==> config.mk <==
export PLATFORM = sky130hd
export DESIGN_NAME = vga_timing_gen
export DESIGN_NICKNAME = d
export VERILOG_FILES = /design/src/rtl/vga_timing_pkg.sv /design/src/rtl/vga_sig_delay.sv /design/src/rtl/vga_timing_gen.sv
export SDC_FILE = /design/constraint.sdc
export NUM_CORES = 1
export LEC_CHECK = 0
export BUFFER_PORTS_ARGS = -buffer_cell sky130_fd_sc_hd__clkbuf_2
export CAP_MARGIN = 40
export CORE_AREA = 2 2 72 74
export CTS_BUF_LIST = sky130_fd_sc_hd__clkbuf_2 sky130_fd_sc_hd__clkbuf_4 sky130_fd_sc_hd__clkbuf_8
export DETAILED_ROUTE_END_ITERATION = 8
export DIE_AREA = 0 0 74 76
export PLACE_DENSITY = 0.76
export SYNTH_ARGS = -nofsm -noshare
export SYNTH_HDL_FRONTEND = slang
export SYNTH_SLANG_ARGS = --single-unit
==> constraint.sdc <==
create_clock -name clk -period 2.1 [get_ports clk]
set_clock_uncertainty 0.2 [all_clocks]
set_input_delay 0 -clock clk [delete_from_list [all_inputs] [get_ports clk]]
set_output_delay 0 -clock clk [all_outputs]
set_load 0.01 [all_outputs]
==> src/rtl/vga_timing_pkg.sv <==
// Shared video-mode constants and timing helpers for vga_timing_gen.
// Mode tables cover 640x480@60 and 800x600@60.
package vga_timing_pkg;

  localparam int VGA640_H_ACTIVE = 640;
  localparam int VGA640_H_FRONT  = 16;
  localparam int VGA640_H_SYNC   = 96;
  localparam int VGA640_H_BACK   = 48;
  localparam int VGA640_V_ACTIVE = 480;
  localparam int VGA640_V_FRONT  = 10;
  localparam int VGA640_V_SYNC   = 2;
  localparam int VGA640_V_BACK   = 33;
  localparam bit VGA640_HS_POL   = 1'b0;
  localparam bit VGA640_VS_POL   = 1'b0;

  localparam int SVGA800_H_ACTIVE = 800;
  localparam int SVGA800_H_FRONT  = 40;
  localparam int SVGA800_H_SYNC   = 128;
  localparam int SVGA800_H_BACK   = 88;
  localparam int SVGA800_V_ACTIVE = 600;
  localparam int SVGA800_V_FRONT  = 1;
  localparam int SVGA800_V_SYNC   = 4;
  localparam int SVGA800_V_BACK   = 23;
  localparam bit SVGA800_HS_POL   = 1'b1;
  localparam bit SVGA800_VS_POL   = 1'b1;

  typedef struct packed {
    logic hs;
    logic vs;
    logic de;
  } sync_t;

  function automatic int h_total(
    input int act, input int fp,
    input int sw, input int bp
  );
    return act + fp + sw + bp;
  endfunction

  function automatic int v_total(
    input int act, input int fp,
    input int sw, input int bp
  );
    return act + fp + sw + bp;
  endfunction

endpackage

==> src/rtl/vga_sig_delay.sv <==
// Pixel-enable qualified shift register, W bits wide and D stages deep.
// Every stage resets to RST_VAL; D=0 is a plain wire.
module vga_sig_delay #(
  parameter int           W       = 1,
  parameter int           D       = 2,
  parameter logic [W-1:0] RST_VAL = '0
) (
  input  logic         clk,
  input  logic         reset,
  input  logic         ce_i,
  input  logic [W-1:0] d_i,
  output logic [W-1:0] q_o
);

  generate
    if (D == 0) begin : g_wire
      assign q_o = d_i;
    end else begin : g_sr
      logic [W-1:0] sr_q [D];

      always_ff @(posedge clk or posedge reset) begin
        if (reset) begin
          for (int i = 0; i < D; i++)
            sr_q[i] <= RST_VAL;
        end else if (ce_i) begin
          sr_q[0] <= d_i;
          for (int i = 1; i < D; i++)
            sr_q[i] <= sr_q[i-1];
        end
      end

      assign q_o = sr_q[D-1];
    end
  endgenerate

endmodule

==> src/rtl/vga_timing_gen.sv <==
// Parametrised VGA/DVI raster timing generator driven by a pixel enable.
// Define VGA_TIMING_SYNC_DLY_EN to delay hsync/vsync/de by SYNC_DLY pixels.
module vga_timing_gen
  import vga_timing_pkg::*;
#(
  parameter int CNT_W    = 10,
  parameter int H_ACTIVE = VGA640_H_ACTIVE,
  parameter int H_FRONT  = VGA640_H_FRONT,
  parameter int H_SYNC   = VGA640_H_SYNC,
  parameter int H_BACK   = VGA640_H_BACK,
  parameter int V_ACTIVE = VGA640_V_ACTIVE,
  parameter int V_FRONT  = VGA640_V_FRONT,
  parameter int V_SYNC   = VGA640_V_SYNC,
  parameter int V_BACK   = VGA640_V_BACK,
  parameter bit HS_POL   = VGA640_HS_POL,
  parameter bit VS_POL   = VGA640_VS_POL,
  parameter int SYNC_DLY = 2
) (
  input  logic             clk,
  input  logic             reset,
  input  logic             pix_ce,
  output logic [CNT_W-1:0] x,
  output logic [CNT_W-1:0] y,
  output logic             hsync,
  output logic             vsync,
  output logic             de,
  output logic             sof,
  output logic             eol
);

  localparam int H_TOTAL =
    h_total(H_ACTIVE, H_FRONT, H_SYNC, H_BACK);
  localparam int V_TOTAL =
    v_total(V_ACTIVE, V_FRONT, V_SYNC, V_BACK);

  localparam logic [CNT_W-1:0] H_LAST =
    CNT_W'(H_TOTAL - 1);
  localparam logic [CNT_W-1:0] V_LAST =
    CNT_W'(V_TOTAL - 1);
  localparam logic [CNT_W-1:0] EOL_X =
    CNT_W'(H_ACTIVE - 1);

  // One extra bit so a window ending at TOTAL cannot wrap.
  localparam logic [CNT_W:0] H_ACT =
    (CNT_W+1)'(H_ACTIVE);
  localparam logic [CNT_W:0] HS_BEG =
    (CNT_W+1)'(H_ACTIVE + H_FRONT);
  localparam logic [CNT_W:0] HS_END =
    (CNT_W+1)'(H_ACTIVE + H_FRONT + H_SYNC);
  localparam logic [CNT_W:0] V_ACT =
    (CNT_W+1)'(V_ACTIVE);
  localparam logic [CNT_W:0] VS_BEG =
    (CNT_W+1)'(V_ACTIVE + V_FRONT);
  localparam logic [CNT_W:0] VS_END =
    (CNT_W+1)'(V_ACTIVE + V_FRONT + V_SYNC);

  localparam sync_t SYNC_RST = '{
    hs: ~HS_POL,
    vs: ~VS_POL,
    de: 1'b0
  };

  logic [CNT_W-1:0] h_cnt_q, h_cnt_d;
  logic [CNT_W-1:0] v_cnt_q, v_cnt_d;
  logic [CNT_W-1:0] x_q, y_q;
  logic [CNT_W:0]   h_ext, v_ext;
  logic             h_last, v_last;
  logic             h_act, v_act;
  sync_t            sync_d, sync_q, sync_o;
  logic             sof_d, sof_q;
  logic             eol_d, eol_q;

  always_comb begin
    h_ext   = {1'b0, h_cnt_q};
    v_ext   = {1'b0, v_cnt_q};
    h_last  = h_cnt_q == H_LAST;
    v_last  = v_cnt_q == V_LAST;
    h_cnt_d = h_last ? '0 : h_cnt_q + CNT_W'(1);
    v_cnt_d = v_cnt_q;
    if (h_last)
      v_cnt_d = v_last ? '0 : v_cnt_q + CNT_W'(1);
    h_act     = h_ext < H_ACT;
    v_act     = v_ext < V_ACT;
    sync_d.de = h_act && v_act;
    sync_d.hs = (h_ext >= HS_BEG && h_ext < HS_END)
              ? HS_POL : ~HS_POL;
    sync_d.vs = (v_ext >= VS_BEG && v_ext < VS_END)
              ? VS_POL : ~VS_POL;
    sof_d = (h_cnt_q == '0) && (v_cnt_q == '0);
    eol_d = (h_cnt_q == EOL_X) && v_act;
  end

  // Outputs decode the pre-increment count, so they trail it by one pixel.
  always_ff @(posedge clk or posedge reset) begin
    if (reset) begin
      h_cnt_q <= '0;
      v_cnt_q <= '0;
      x_q     <= '0;
      y_q     <= '0;
      sync_q  <= SYNC_RST;
      sof_q   <= 1'b0;
      eol_q   <= 1'b0;
    end else if (pix_ce) begin
      h_cnt_q <= h_cnt_d;
      v_cnt_q <= v_cnt_d;
      x_q     <= h_cnt_q;
      y_q     <= v_cnt_q;
      sync_q  <= sync_d;
      sof_q   <= sof_d;
      eol_q   <= eol_d;
    end
  end

`ifdef VGA_TIMING_SYNC_DLY_EN
  vga_sig_delay #(
    .W       ($bits(sync_t)),
    .D       (SYNC_DLY),
    .RST_VAL (SYNC_RST)
  ) u_sync_dly (
    .clk   (clk),
    .reset (reset),
    .ce_i  (pix_ce),
    .d_i   (sync_q),
    .q_o   (sync_o)
  );
`else
  assign sync_o = sync_q;
`endif

  assign x     = x_q;
  assign y     = y_q;
  assign hsync = sync_o.hs;
  assign vsync = sync_o.vs;
  assign de    = sync_o.de;
  assign sof   = sof_q;
  assign eol   = eol_q;

endmodule

==> summary.txt <==
Status
  • Status: complete, no violations

Placed design
  • Post-Place Setup Slack: 0.00195 ns
  • GPL Wtd Cong: 0.879
  • PortBufs: 27
  • Hpwl dp: 3040 um
  • Placed cell count: 283

Yosys
  • Top cell type's share of synthesized area: 51.3%
  • Synth area leaders: dfrtp_1, mux2_2, nand3_1
  • Synth area leader: dfrtp_1
  • Synthesis warning total: 0
  • Sequential area share after synthesis: 53.8%
  • Post-Syn Area: 0.00210 mm^2
  • Top_reg_cell synth: dfrtp_1
  • Syn Area/Cell: 11.7 um^2
  • Synth Instances: 180
  • Synth unique cells: 40
  • Number of synthesized flops with an enable pin: 0
  • Commonest cells post-synth: dfrtp_1, mux2_2, nand3_1
  • Seq cells post-synth: 45
  • Synthesized Nets: 187
  • Most common cell in the netlist: dfrtp_1
  • Async SR Flop Fraction: 100%

GRT
  • Gr busiest metal: met2
  • Grt ovf: 0
  • Vias in the first global route: 1,548
  • Global Route met1 Usage: 20.2%
  • Global-route track usage on met3: 5.82%
  • Initial antenna violation count: 0
  • GR Util met2: 26.9%
  • Total GRT Usage: 16.4%
  • Largest net degree at the start of global routing: 36
  • First-pass GRT wire length: 7110 um

Clock network
  • Num CTS Buffers: 5
  • H-Tree Depth: 2
  • CTS tree: done
  • Clock buffer depth: 2
  • Clock root cell: clkbuf_8
  • Clock sinks: 45
  • Postcts setup bufs: 0
  • Skew-Pair Late Insertion Delay: 0.31 ns
  • Clock transition at path regs: 0.09 ns

Floorplan
  • Total core area: 0.00491 mm^2
  • Die W: 74 um
  • Die height: 76 um
  • Io pins: 28
  • # rows: 26
  • Die area: 0.00562 mm^2
  • Starting Density: 42.7%

STA
  • Max Freq: 0.500 GHz
  • Final setup margin: 0.0983 ns
  • RSZ-0062 raised after global routing: false
  • Max Slew Vio Count: 0
  • Slew margin rel.: 73.2%
  • Final worst path period need: 2.00 ns
  • Final hold violations: 0
  • Final setup viols: 0
  • Total negative setup slack: 0 ns
  • Final Cycle Share: 95.3%
  • Tightest Pin Transition: 0.403 ns

Detailed routing
  • Per-cell routed wire length: 14.7 um
  • Routed vias/inst: 5.18
  • Drt first pass iters: 5
  • Initial DRC Count: 106
  • Final ANT Viol Nets: 0
  • Routed vias: 1,522
  • # DRC: 0
  • Final wirelength: 4320 um

Layout
  • Post-layout util: 52.5%
  • FILL cells: 447
  • Area Overhead vs Synth: 23.1%
  • Ant. Diodes: 0
  • Final #Nets: 230
  • Share of cells above drive strength 1: 35.7%
  • Final std cells w/o fill: 294

Worst setup path
  • Crit. End Element: register
  • Max FO, Critical Path: 6
  • WS Path Type: register to register
  • CP arrival: 2.04 ns
  • Setup crit start kind: register
  • CP required: 2.14 ns
  • R2R Setup Slk: 0.1 ns

Power and ir drop
  • Peak VDD IR: 0.526 mV
  • Pwr per Cell Area: 843 mW/mm^2
  • Leakage power: 1.22 nW

Min path
  • Hold WC Path Type: register to register

Job
  • Max-cap viol count: 0
## state kept, by name, indices dropped and copies added (netlist names)
register and flops:
h_cnt_q 10, v_cnt_q 10, x 10, y 10, de 1, eol 1, hsync 1, sof 1
vsync 1
## worst paths after layout
path                               to        from  cells past startpoint
setup reg to reg           v_cnt_q[9]  h_cnt_q[0]                      5
min in group asynchronous        y[5]       reset                      4
hold / removal                  vsync       vsync                      2
hold reg to reg                 vsync       vsync                      2
max in group asynchronous       hsync       reset                      5
setup / recovery           v_cnt_q[9]  h_cnt_q[0]                      5
## metrics by stage
stage,cell area (um^2),hold WS (ns),total power [W]
detailed placement,2420,-0.303,0.00150
CTS,2570,0.306,0.00219
global route,2580,0.328,0.00228
floorplan,2100,0.0798,0.00131
finish,2580,0.302,0.00218
global placement,2390,-0.116,0.00147
## kinds of logic (layout without fill, tap and decap cells)
kind of cell,after synthesis,count (layout),synth area share (%)
AO/OA/AOI/OAI,15,15,4.24
XOR/XNOR,10,10,4.18
adder cells (fa/ha/maj),4,4,2.39
buffers and inverters,17,61,3.64
flip-flops,45,45,53.8
multiplexers,23,23,12.2
AND/OR/NAND/NOR,66,66,19.5
## area by class of cell
type | instances | area, um^2 | area share (%)
Timing Repair Buffer | 45 | 310 | 12.0
Sequential cell | 45 | 1130 | 43.7
Multi-Input combinational cell | 118 | 905 | 35.0
Clock buffer | 6 | 82.6 | 3.20
Tap cell | 70 | 87.6 | 3.39
Inverter | 8 | 30.0 | 1.16
Clock inverter | 2 | 37.5 | 1.45
## power by group
| part | total [W] | switching [W] | internal, W |
|---|---|---|---|
| Combinational | 0.000455 | 0.000236 | 0.000220 |
| Clock | 0.000685 | 0.000298 | 0.000387 |
| Sequential | 0.00104 | 0.0000703 | 0.000966 |
## critical path: stages, from the launching register on
cell and delay (ns):
dfrtp_1 0.40, ha_4 0.18, nand4_4 0.12, or3_4 0.38, or4_1 0.51, a21oi_1 0.15
## cells in the final DEF, fill, tap and decap left out, types with 2 or more instances in the layout
| cell | synthesis | final |
|---|---|---|
| inv_1 | 8 | 7 |
| mux2i_1 | 2 | 2 |
| nor2_1 | 9 | 9 |
| mux2_2 | 21 | 21 |
| nand4_1 | 4 | 4 |
| nand3_1 | 13 | 13 |
| xnor2_1 | 6 | 6 |
| nand2_1 | 11 | 11 |
| nor4b_1 | 2 | 2 |
| o21ai_0 | 8 | 8 |
| dlygate4sd3_1 | 0 | 3 |
| dfrtp_1 | 43 | 43 |
| ha_1 | 4 | 3 |
| buf_4 | 0 | 13 |
| and3_1 | 5 | 5 |
| a21oi_1 | 3 | 3 |
| nor4_1 | 2 | 2 |
| nor3_1 | 4 | 4 |
| clkbuf_2 | 1 | 27 |
| clkbuf_8 | 0 | 6 |
| nand4b_1 | 2 | 2 |
| dfstp_2 | 2 | 2 |
| nand3b_1 | 2 | 2 |
| xor2_1 | 4 | 4 |
| nor2b_1 | 2 | 2 |
## per-layer routing
layer / vias to the layer above / share of wire (%)
met5: - / 0
met4: 0 / 1.9
met3: 11 / 4.1
met2: 35 / 51
met1: 754 / 43
li1: 722 / -
## what timing repair did
item | CTS | global route
hold endpoints to repair | 48 | 0
endpoints found under the setup margin | 1 | 1
resized for setup | 1 | 1
gates cloned | 0 | 0
hold buffers | 3 | 0
pin swaps | 0 | 1
(Power assumes the default switching activity.)
